[config.mk]
export PLATFORM = sky130hd
export DESIGN_NAME = expr_stream_ctrl_flat
export DESIGN_NICKNAME = d
export VERILOG_FILES = /design/src/rtl/expr_stream_ctrl_pkg.sv /design/src/rtl/expr_stream_ctrl_if.sv /design/src/rtl/expr_stream_ctrl_char_fsm.sv /design/src/rtl/expr_stream_ctrl.sv /design/src/flat_wrapper.sv
export SDC_FILE = /design/constraint.sdc
export NUM_CORES = 1
export LEC_CHECK = 0
export BUFFER_PORTS_ARGS = -buffer_cell sky130_fd_sc_hd__buf_4
export CAP_MARGIN = 20
export CORE_ASPECT_RATIO = 0.7
export CORE_MARGIN = 3
export CORE_UTILIZATION = 50
export CTS_CLUSTER_SIZE = 20
export DETAILED_ROUTE_END_ITERATION = 7
export GPL_TIMING_DRIVEN = 0
export PLACE_DENSITY_LB_ADDON = 0.12
export SETUP_SLACK_MARGIN = 0.1
export SLEW_MARGIN = 20
export SYNTH_ARGS = -nofsm -noshare
export SYNTH_HDL_FRONTEND = slang
export SYNTH_SLANG_ARGS = --single-unit
[constraint.sdc]
create_clock -name clk -period 4.1 [get_ports clk]
set_input_delay 0.41 -clock clk [delete_from_list [all_inputs] [get_ports clk]]
set_output_delay 0.41 -clock clk [all_outputs]
set_load 0.02 [all_outputs]
[src/rtl/expr_stream_ctrl_pkg.sv]
// rtl/expr_stream_ctrl_pkg.sv - shared types, character constants and classifiers
// Purpose: controller state enum, recognizer state enum, ASCII constants used by
//          the expression recognizer and its stream sequencer.
// Ports:   none (package).
package expr_pkg;

  typedef enum logic [1:0] {
    S_IDLE   = 2'd0,
    S_RUN    = 2'd1,
    S_REPORT = 2'd2
  } state_t;

  typedef enum logic [2:0] {
    C_START = 3'd0,
    C_NUM   = 3'd1,
    C_OP    = 3'd2,
    C_NUM2  = 3'd3,
    C_ERR   = 3'd4
  } char_state_t;

  localparam logic [7:0] CH_PLUS = 8'h2B;
  localparam logic [7:0] CH_STAR = 8'h2A;
  localparam logic [7:0] CH_0    = 8'h30;
  localparam logic [7:0] CH_9    = 8'h39;

  function automatic logic is_digit(input logic [7:0] c);
    return (c >= CH_0) && (c <= CH_9);
  endfunction

  function automatic logic is_op(input logic [7:0] c);
    return (c == CH_PLUS) || (c == CH_STAR);
  endfunction

endpackage

[src/rtl/expr_stream_ctrl_if.sv]
// rtl/expr_stream_ctrl_if.sv - byte-in / verdict-out handshake bundle
// Purpose: groups the input byte stream and the verdict channel.
// Ports:   in_valid/in_data/in_ready (byte stream), res_valid/res_ready/res_ok/
//          res_len/res_ops (verdict), busy (status).
//          slave  = sequencer side, master = producer/consumer side.
interface expr_stream_ctrl_if #(
  parameter int LEN_W = 8
);
  logic             in_valid;
  logic [7:0]       in_data;
  logic             in_ready;
  logic             res_valid;
  logic             res_ready;
  logic             res_ok;
  logic [LEN_W-1:0] res_len;
  logic [LEN_W-1:0] res_ops;
  logic             busy;

  modport slave (
    input  in_valid, in_data, res_ready,
    output in_ready, res_valid, res_ok, res_len, res_ops, busy
  );

  modport master (
    output in_valid, in_data, res_ready,
    input  in_ready, res_valid, res_ok, res_len, res_ops, busy
  );
endinterface

[src/rtl/expr_stream_ctrl_char_fsm.sv]
// rtl/expr_stream_ctrl_char_fsm.sv - digit([+*]digit)* character recognizer
// Purpose: consumes one byte per feed strobe; out=1 while the bytes seen since
//          the last restart form a legal expression. ERR is absorbing.
// Ports:   clk, clr_n (sync active-low), restart (wins over feed), feed,
//          data (byte), out (legal so far).
module expr_char_fsm
  import expr_pkg::*;
(
  input  logic       clk,
  input  logic       clr_n,
  input  logic       restart,
  input  logic       feed,
  input  logic [7:0] data,
  output logic       out
);

  char_state_t st, st_nxt;

  always_ff @(posedge clk) begin
    if (!clr_n || restart) st <= C_START;
    else if (feed)         st <= st_nxt;
  end

  // Any byte not explicitly allowed from the current state lands in ERR.
  always_comb begin
    st_nxt = C_ERR;
    case (st)
      C_START:       if (is_digit(data)) st_nxt = C_NUM;
      C_NUM, C_NUM2: if (is_op(data))    st_nxt = C_OP;
      C_OP:          if (is_digit(data)) st_nxt = C_NUM2;
      default:       st_nxt = C_ERR;
    endcase
  end

  assign out = (st == C_NUM) || (st == C_NUM2);

endmodule

[src/rtl/expr_stream_ctrl.sv]
// rtl/expr_stream_ctrl.sv - FIFO-buffered sequencer for the expression recognizer
// Purpose: buffers an input byte stream, splits it into expressions on DELIM,
//          feeds the recognizer one byte per cycle and reports one verdict
//          (legal, length, operator count) per expression.
// Ports:   clk, clr_n (sync active-low reset),
//          bus.slave: in_valid/in_data/in_ready, res_valid/res_ready/res_ok/
//          res_len/res_ops, busy.
module expr_stream_ctrl
  import expr_pkg::*;
#(
  parameter int         DEPTH = 8,
  parameter int         LEN_W = 8,
  parameter logic [7:0] DELIM = 8'h3B
) (
  input  logic              clk,
  input  logic              clr_n,
  expr_stream_ctrl_if.slave bus
);

  localparam int AW = $clog2(DEPTH);
  localparam logic [LEN_W-1:0] CNT_MAX = '1;

  // FIFO: pointers carry one extra bit so full/empty differ only in the MSB.
  logic [7:0]  mem [DEPTH];
  logic [AW:0] wr_ptr, rd_ptr;
  logic        full, empty, push, pop;
  logic [7:0]  head;

  assign empty = (wr_ptr == rd_ptr);
  assign full  = (wr_ptr[AW] != rd_ptr[AW]) && (wr_ptr[AW-1:0] == rd_ptr[AW-1:0]);
  assign head  = mem[rd_ptr[AW-1:0]];
  assign push  = bus.in_valid && bus.in_ready;

  always_ff @(posedge clk) begin
    if (push) mem[wr_ptr[AW-1:0]] <= bus.in_data;
  end

  always_ff @(posedge clk) begin
    if (!clr_n) begin
      wr_ptr <= '0;
      rd_ptr <= '0;
    end else begin
      if (push) wr_ptr <= wr_ptr + 1'b1;
      if (pop)  rd_ptr <= rd_ptr + 1'b1;
    end
  end

  // Control FSM
  state_t state, state_nxt;
  logic   is_delim, feed, restart, rec_out, res_valid;

  assign is_delim = (head == DELIM);

  always_ff @(posedge clk) begin
    if (!clr_n) state <= S_IDLE;
    else        state <= state_nxt;
  end

  always_comb begin
    state_nxt = state;
    case (state)
      S_IDLE, S_RUN: if (!empty) state_nxt = is_delim ? S_REPORT : S_RUN;
      S_REPORT:      if (bus.res_ready) state_nxt = S_IDLE;
      default:       state_nxt = S_IDLE;
    endcase
  end

  always_comb begin
    pop       = ((state == S_IDLE) || (state == S_RUN)) && !empty;
    feed      = pop && !is_delim;
    restart   = pop && is_delim;
    res_valid = (state == S_REPORT);
  end

  expr_char_fsm u_char_fsm (
    .clk     (clk),
    .clr_n   (clr_n),
    .restart (restart),
    .feed    (feed),
    .data    (head),
    .out     (rec_out)
  );

  // Running counters and the latched verdict. The verdict registers are only
  // written when DELIM is popped, so they hold steady throughout S_REPORT.
  logic [LEN_W-1:0] len, ops, res_len_q, res_ops_q;
  logic             res_ok_q;

  always_ff @(posedge clk) begin
    if (!clr_n) begin
      len       <= '0;
      ops       <= '0;
      res_ok_q  <= 1'b0;
      res_len_q <= '0;
      res_ops_q <= '0;
    end else begin
      case (state)
        S_IDLE: if (pop) begin
          if (is_delim) begin
            res_ok_q  <= 1'b0;
            res_len_q <= '0;
            res_ops_q <= '0;
            len       <= '0;
            ops       <= '0;
          end else begin
            len <= LEN_W'(1);
            ops <= LEN_W'(is_op(head));
          end
        end
        S_RUN: if (pop) begin
          if (is_delim) begin
            res_ok_q  <= rec_out;
            res_len_q <= len;
            res_ops_q <= ops;
          end else begin
            if (len != CNT_MAX)                 len <= len + 1'b1;
            if (is_op(head) && ops != CNT_MAX)  ops <= ops + 1'b1;
          end
        end
        S_REPORT: if (bus.res_ready) begin
          len <= '0;
          ops <= '0;
        end
        default: ;
      endcase
    end
  end

  // in_ready is held low while reset is asserted.
  assign bus.in_ready  = clr_n && !full;
  assign bus.res_valid = res_valid;
  assign bus.res_ok    = res_ok_q;
  assign bus.res_len   = res_len_q;
  assign bus.res_ops   = res_ops_q;
  assign bus.busy      = (state != S_IDLE) || !empty;

endmodule

[src/flat_wrapper.sv]
// flat-port wrapper written by rule: the top's interface ports become plain ports
module expr_stream_ctrl_flat import expr_pkg::*;
#(
  parameter int         DEPTH = 8,
  parameter int         LEN_W = 8,
  parameter logic [7:0] DELIM = 8'h3B
)
  (clk, clr_n, bus_in_valid, bus_in_data, bus_res_ready, bus_in_ready, bus_res_valid, bus_res_ok, bus_res_len, bus_res_ops, bus_busy);
  expr_stream_ctrl_if #(.LEN_W(LEN_W)) bus_i ();
  input  logic clk;
  input  logic clr_n;
  input wire logic [$bits(bus_i.in_valid)-1:0] bus_in_valid;
  input wire logic [$bits(bus_i.in_data)-1:0] bus_in_data;
  input wire logic [$bits(bus_i.res_ready)-1:0] bus_res_ready;
  output wire logic [$bits(bus_i.in_ready)-1:0] bus_in_ready;
  output wire logic [$bits(bus_i.res_valid)-1:0] bus_res_valid;
  output wire logic [$bits(bus_i.res_ok)-1:0] bus_res_ok;
  output wire logic [$bits(bus_i.res_len)-1:0] bus_res_len;
  output wire logic [$bits(bus_i.res_ops)-1:0] bus_res_ops;
  output wire logic [$bits(bus_i.busy)-1:0] bus_busy;
  assign bus_i.in_valid = bus_in_valid;
  assign bus_i.in_data = bus_in_data;
  assign bus_i.res_ready = bus_res_ready;
  assign bus_in_ready = bus_i.in_ready;
  assign bus_res_valid = bus_i.res_valid;
  assign bus_res_ok = bus_i.res_ok;
  assign bus_res_len = bus_i.res_len;
  assign bus_res_ops = bus_i.res_ops;
  assign bus_busy = bus_i.busy;
  expr_stream_ctrl #(.DEPTH(DEPTH), .LEN_W(LEN_W), .DELIM(DELIM)) u_core (.clk(clk), .clr_n(clr_n), .bus(bus_i));
endmodule
; ---- Word level (Yosys, flattened, before mapping)
; Memory sizes are Yosys's and may differ from the RTL's. A register that Yosys moved wholly into a read port is not among the register bits.
; Index checks and enable logic that the tools add are counted.
[word_totals]
out_inout_bits = 20
inputBits = 12
ram_bits = 64
register_bits = 46
wordCells = 104
n_memories = 1
[op_classes]
n_reduce_logical = 28
eq_ne = 22
muxes = 38
magnitude_cmp = 2
addsub = 4
[mem_list]
columns = name, depth, word_bits, rd, rd_clocked_by_memory_dff, wr, line_no
row1 = u_core.mem, 8, 8, 1, 1, 1, expr_stream_ctrl.sv:24  ; logic [7:0] mem [DEPTH];
[ops]
columns = operator, count
row1 = $mux W8, 15
row2 = $pmux W8 S3, 2
row3 = $pmux W8 S2, 2
row4 = $eq A8 B6 Y1 const B, 3
row5 = $add A8 B1 Y8 const B, 2
row6 = $ne A8 B8 Y1 const B, 2
row7 = $mux W3, 5
row8 = $reduce_and A6 Y1, 2
row9 = $ne A2 B2 Y1 const B, 5
row10 = $pmux W3 S3, 1
row11 = $add A4 B1 Y4 const B, 2
row12 = $ge A8 B6 Y1 const B, 1
row13 = $le A8 B6 Y1 const B, 1
row14 = $logic_and A1 B1 Y1, 8
row15 = $mux W1, 8
row16 = $ne A2 B1 Y1 const B, 4
row17 = $eq A3 B2 Y1 const B, 2
row18 = $mux W2, 3
row19 = $logic_or A1 B1 Y1, 5
row20 = $reduce_and A5 Y1, 1
row21 = $eq A4 B4 Y1, 1
row22 = $logic_not A1 Y1, 4
row23 = $pmux W2 S2, 1
row24 = $reduce_bool A2 Y1, 2
row25 = 11 further kinds, 12

; ---- Depth between registers and ports, before layout
[logic_depth]
ltp_word = 7
depth_mapped = 10
ltp_nobuf = 8

; ---- Modules after synthesis
; From an unflattened synthesis, not the netlist that was laid out.
[hier_totals]
hier_cells = 384
hier_area_um2 = 4986.0
[by_module_without_submodules]
columns = mod, area_each_um2, seq_area_each_um2, instances, cells_each
row1 = expr_stream_ctrl, 4838.4, 2842.7, 1, 370
row2 = expr_char_fsm, 147.6, 40.0, 1, 14

; ---- Least setup slack after synthesis
; OpenSTA, ideal clock, no wires.
[synth_path]
path_kind = in2reg
from = input clr_n
to = memory u_core.mem[6][0] (enable)
n_path_buf = 2
required_time_ns = 3.715
arrival_time_ns = 2.707
setup_ns = 0.385
cell_stages = 7
slack_ns = 1.008
path_cell_list = clkbuf_1 -> clkinv_1 -> a41oi_1 -> and2_1 -> clkbuf_1 -> nand2_1 -> nor3b_1
[synth_between]
elab_chain_len = 4
[synth_lines]
columns = element, line_no
row1 = "start, declared", flat_wrapper.sv:11  ; input logic clr_n;
row2 = $logic_and A1 B1 Y1, expr_stream_ctrl.sv:130  ; assign bus.in_ready = clr_n && !full;
row3 = via bus_in_ready, flat_wrapper.sv:15  ; output wire logic [$bits(bus_i.in_ready)-1:0] bus_in_ready;
row4 = $logic_and A1 B1 Y1, expr_stream_ctrl.sv:32  ; assign push = bus.in_valid && bus.in_ready;
row5 = $mux W1, expr_stream_ctrl.sv:35  ; if (push) mem[wr_ptr[AW-1:0]] <= bus.in_data;
row6 = $mux W1 (implied by the code), expr_stream_ctrl.sv:35
row7 = "end, declared", expr_stream_ctrl.sv:24
; The timed path passes the listed nets, and every way through them passes these cells.

; ---- Worst setup path in the final report
[layout_path]
from = input clr_n
to = memory u_core.mem[7][5] (enable)
[layout_between]
elab_chain_len = 4
[layout_lines]
columns = element, line_no
row1 = $logic_and A1 B1 Y1, expr_stream_ctrl.sv:130
row2 = $logic_and A1 B1 Y1, expr_stream_ctrl.sv:32
row3 = $mux W1, expr_stream_ctrl.sv:35
row4 = $mux W1 (implied by the code), expr_stream_ctrl.sv:35
; No other way between the ends.

==> results.py <==
metrics = {
    "outcome": {
        "status": "completed",
    },
    "timing": {
        "finalHoldViolCount": 0,
        "grt_setup_unrepaired": "false",
        "setup_ws_ns": 0.853,
        "period_share": 0.792,
        "tightest_slew_ns": 1.08,
        "holdWs_ns": 0.302,
        "finalCriticalPeriod_ns": 3.25,
        "finalSetupTns_ns": 0,
        "slew_headroom": 0.274,
        "finalSetupViolCount": 0,
        "skew_ns": 0.00987,
        "slew_violations": 0,
        "timing.fmax_ghz": 0.308,
    },
    "global_routing": {
        "grt_max_degree": 18,
        "grt_pass1_wl_mm": 15.6,
        "grtUsageTotal": 0.195,
        "grt_pass1_vias": 2889,
        "antenna_found_initial": 0,
        "grt_overflow": 0,
    },
    "clock_tree": {
        "post_cts_buffers": 0,
        "clk_pin_slew_ns": 0.06,
        "ctsHoldBuffers": 0,
        "clock_sinks": 112,
        "cts-root-buf": "clkbuf_16",
        "clkLatencyLatePin_ns": 0.34,
        "cts_resized": 0,
        "clockBufferDepth": 2,
        "htree_num_levels": 3,
        "cts_made_buffers": 9,
        "cts_tree": "built",
    },
    "power": {
        "combPwrFrac": 0.247,
        "vdd_drop_max_mv": 0.247,
        "switching_share": 0.300,
        "p_total_mw": 2.80,
        "leakage_nw": 1.96,
        "power_switching_mw": 0.839,
        "power_density_nw_per_um2": 506,
        "p_clk_frac": 0.301,
        "intPower_mw": 1.96,
        "seq_power_share": 0.452,
    },
    "routing": {
        "drt_iter0_markers": 200,
        "met1_length_mm": 5.04,
        "dr_total_vias": 3140,
        "drc": 0,
        "wl_met2_mm": 4.17,
        "wl_per_cell_um": 18.2,
        "drt_wl_total_mm": 9.90,
        "viasPerCell": 5.78,
        "drt_first_pass_iters": 4,
        "highest_layer": "met4",
        "wl_met3_um": 577,
        "ant_nets": 0,
    },
    "critical_path": {
        "cp-start-kind": "input port",
        "crit_type": "input port to flip-flop",
        "critPathRequiredTime_ns": 4.06,
        "cp.arrival_ns": 3.20,
        "critPathMaxFanout": 9,
        "timing.critical_path.to_type": "flip-flop",
    },
    "logic_synthesis": {
        "synthFlopType": "edfxtp_1",
        "ys_warn_count": 0,
        "ys_types": 64,
        "ys_ff_latch": 112,
        "synth-edff-count": 64,
        "syn_nets": 387,
        "synth.area.top_cells": "edfxtp_1 (40%), dfxtp_1 (20%), mux4_2 (4.2%)",
        "netlist_instances": 367,
        "netlist_area_um2": 4790,
        "synth_top_cell_by_area": "edfxtp_1",
        "synth_area_per_cell_um2": 13.0,
        "ys_seq_area_frac": 0.602,
        "synth_top_cell_area_share": 0.401,
        "ys_async_sr_fraction": 0,
    },
    "final_layout": {
        "layout_commonest_cell": "edfxtp_1",
        "seqCellArea_um2": 2880,
        "fin_nets": 434,
        "multi_input_area_um2": 1790,
        "layout_common_cells": "edfxtp_1 (64), dfxtp_1 (48), buf_4 (37)",
        "nFillCells": 768,
        "insertedDiodeCount": 0,
        "area_growth_pct": 15.5,
        "layout-drive-gt1-share": 0.220,
    },
    "die": {
        "die-area_um2": 10800,
        "initial_utilization": 0.522,
        "ioPinCount": 32,
        "rows": 29,
        "fp.coreArea_um2": 9180,
        "die_x_um": 123,
        "fp.dieH_um": 87.9,
    },
    "placement": {
        "gp_congestion": 0.860,
        "place_ws_ns": 0.477,
        "port-buffer-count": 30,
        "hpwl_mm": 7.03,
    },
    "worst_hold_path": {
        "min_path_type": "input port to flip-flop",
    },
    "run": {
        "max-cap-violations": 0,
    },
}
==> layout make-up <==
| cell class | instances | area share |
|---|---|---|
| buffer | 18 | 0.0210 |
| clock inverter | 4 | 0.00837 |
| inverter | 9 | 0.00611 |
| multi-input combinational | 228 | 0.324 |
| clock buffer | 12 | 0.0428 |
| sequential | 112 | 0.521 |
| tap | 124 | 0.0280 |
| timing repair buffer | 36 | 0.0484 |
==> logic make-up (layout without fill, tap and decap cells) <==
family	after synthesis	after routing	share of synthesized area
simple gates	113	113	0.130
flops	112	112	0.602
compound gates	73	73	0.118
buf+inv	27	79	0.0314
mux	20	20	0.0726
xor+xnor	14	14	0.0256
fa+ha+maj	8	8	0.0209
==> final timing paths <==
kind	startpoint	to	slack, ns	cells after the start
max	clr_n	u_core.mem[7][5]	0.85	7
min	bus_in_data[3]	u_core.mem[7][3]	0.30	1
max reg2reg	u_core.wr_ptr[0]	u_core.mem[7][5]	0.97	7
min reg2reg	u_core.bus.res_ops[3]	u_core.bus.res_ops[3]	0.48	1
==> synthesized netlist by cell type (3+ instances only) <==
cell	count
nor3_1	9
ha_1	8
nand2b_1	7
a22o_1	15
o211ai_1	5
or3_1	3
o21ai_1	10
nand2_1	21
o21ai_0	9
buf_2	3
mux2i_1	7
and3_1	10
a21oi_1	9
mux4_2	9
inv_1	8
nand3_1	7
xor2_1	8
nor2_1	33
edfxtp_1	64
xnor2_1	6
clkbuf_1	9
dfxtp_1	48
nand4_1	3
==> stage by stage <==
stage	instances	area, um2	utilization
2_1_floorplan	367	4790	-
3_3_place_gp	521	5170	0.563
3_5_place_dp	527	5250	0.572
4_1_cts	543	5530	0.603
5_1_grt	543	5530	0.603
6_report	543	5530	0.603
==> registers in the layout (all words and copies together), names as in the netlist, 4 cells and up, named ones only <==
name                count
u_core.rd_ptr           4
u_core.ops              8
u_core.len              8
u_core.wr_ptr           4
u_core.bus.res_len      8
u_core.bus.res_ops      8
u_core.mem             64
==> layer usage <==
| layer | GRT usage | vias up |
|---|---|---|
| li1 | - | 1485 |
| met1 | 0.304 | 1573 |
| met2 | 0.272 | 71 |
| met3 | 0.0445 | 11 |
| met4 | 0.0589 | 0 |
| met5 | 0 | - |
==> critical path, cell delays in order <==
cell      delay [ns]
clkbuf_1        0.41
clkinv_1        0.48
a41oi_1         0.43
and2_1          0.18
clkbuf_1        0.23
nand2_1         0.18
nor2_1          0.87
==> power by group through the flow <==
stage	clock, mW	sequential, mW	combinational (mW)
6_report	0.842	1.26	0.691
5_1_grt	0.907	1.27	0.758
4_1_cts	0.861	1.26	0.688
3_5_place_dp	0	1.29	0.684
3_3_place_gp	0	1.29	0.667
2_1_floorplan	0	1.28	0.518
Note: power is estimated with default switching activity, not from simulation.
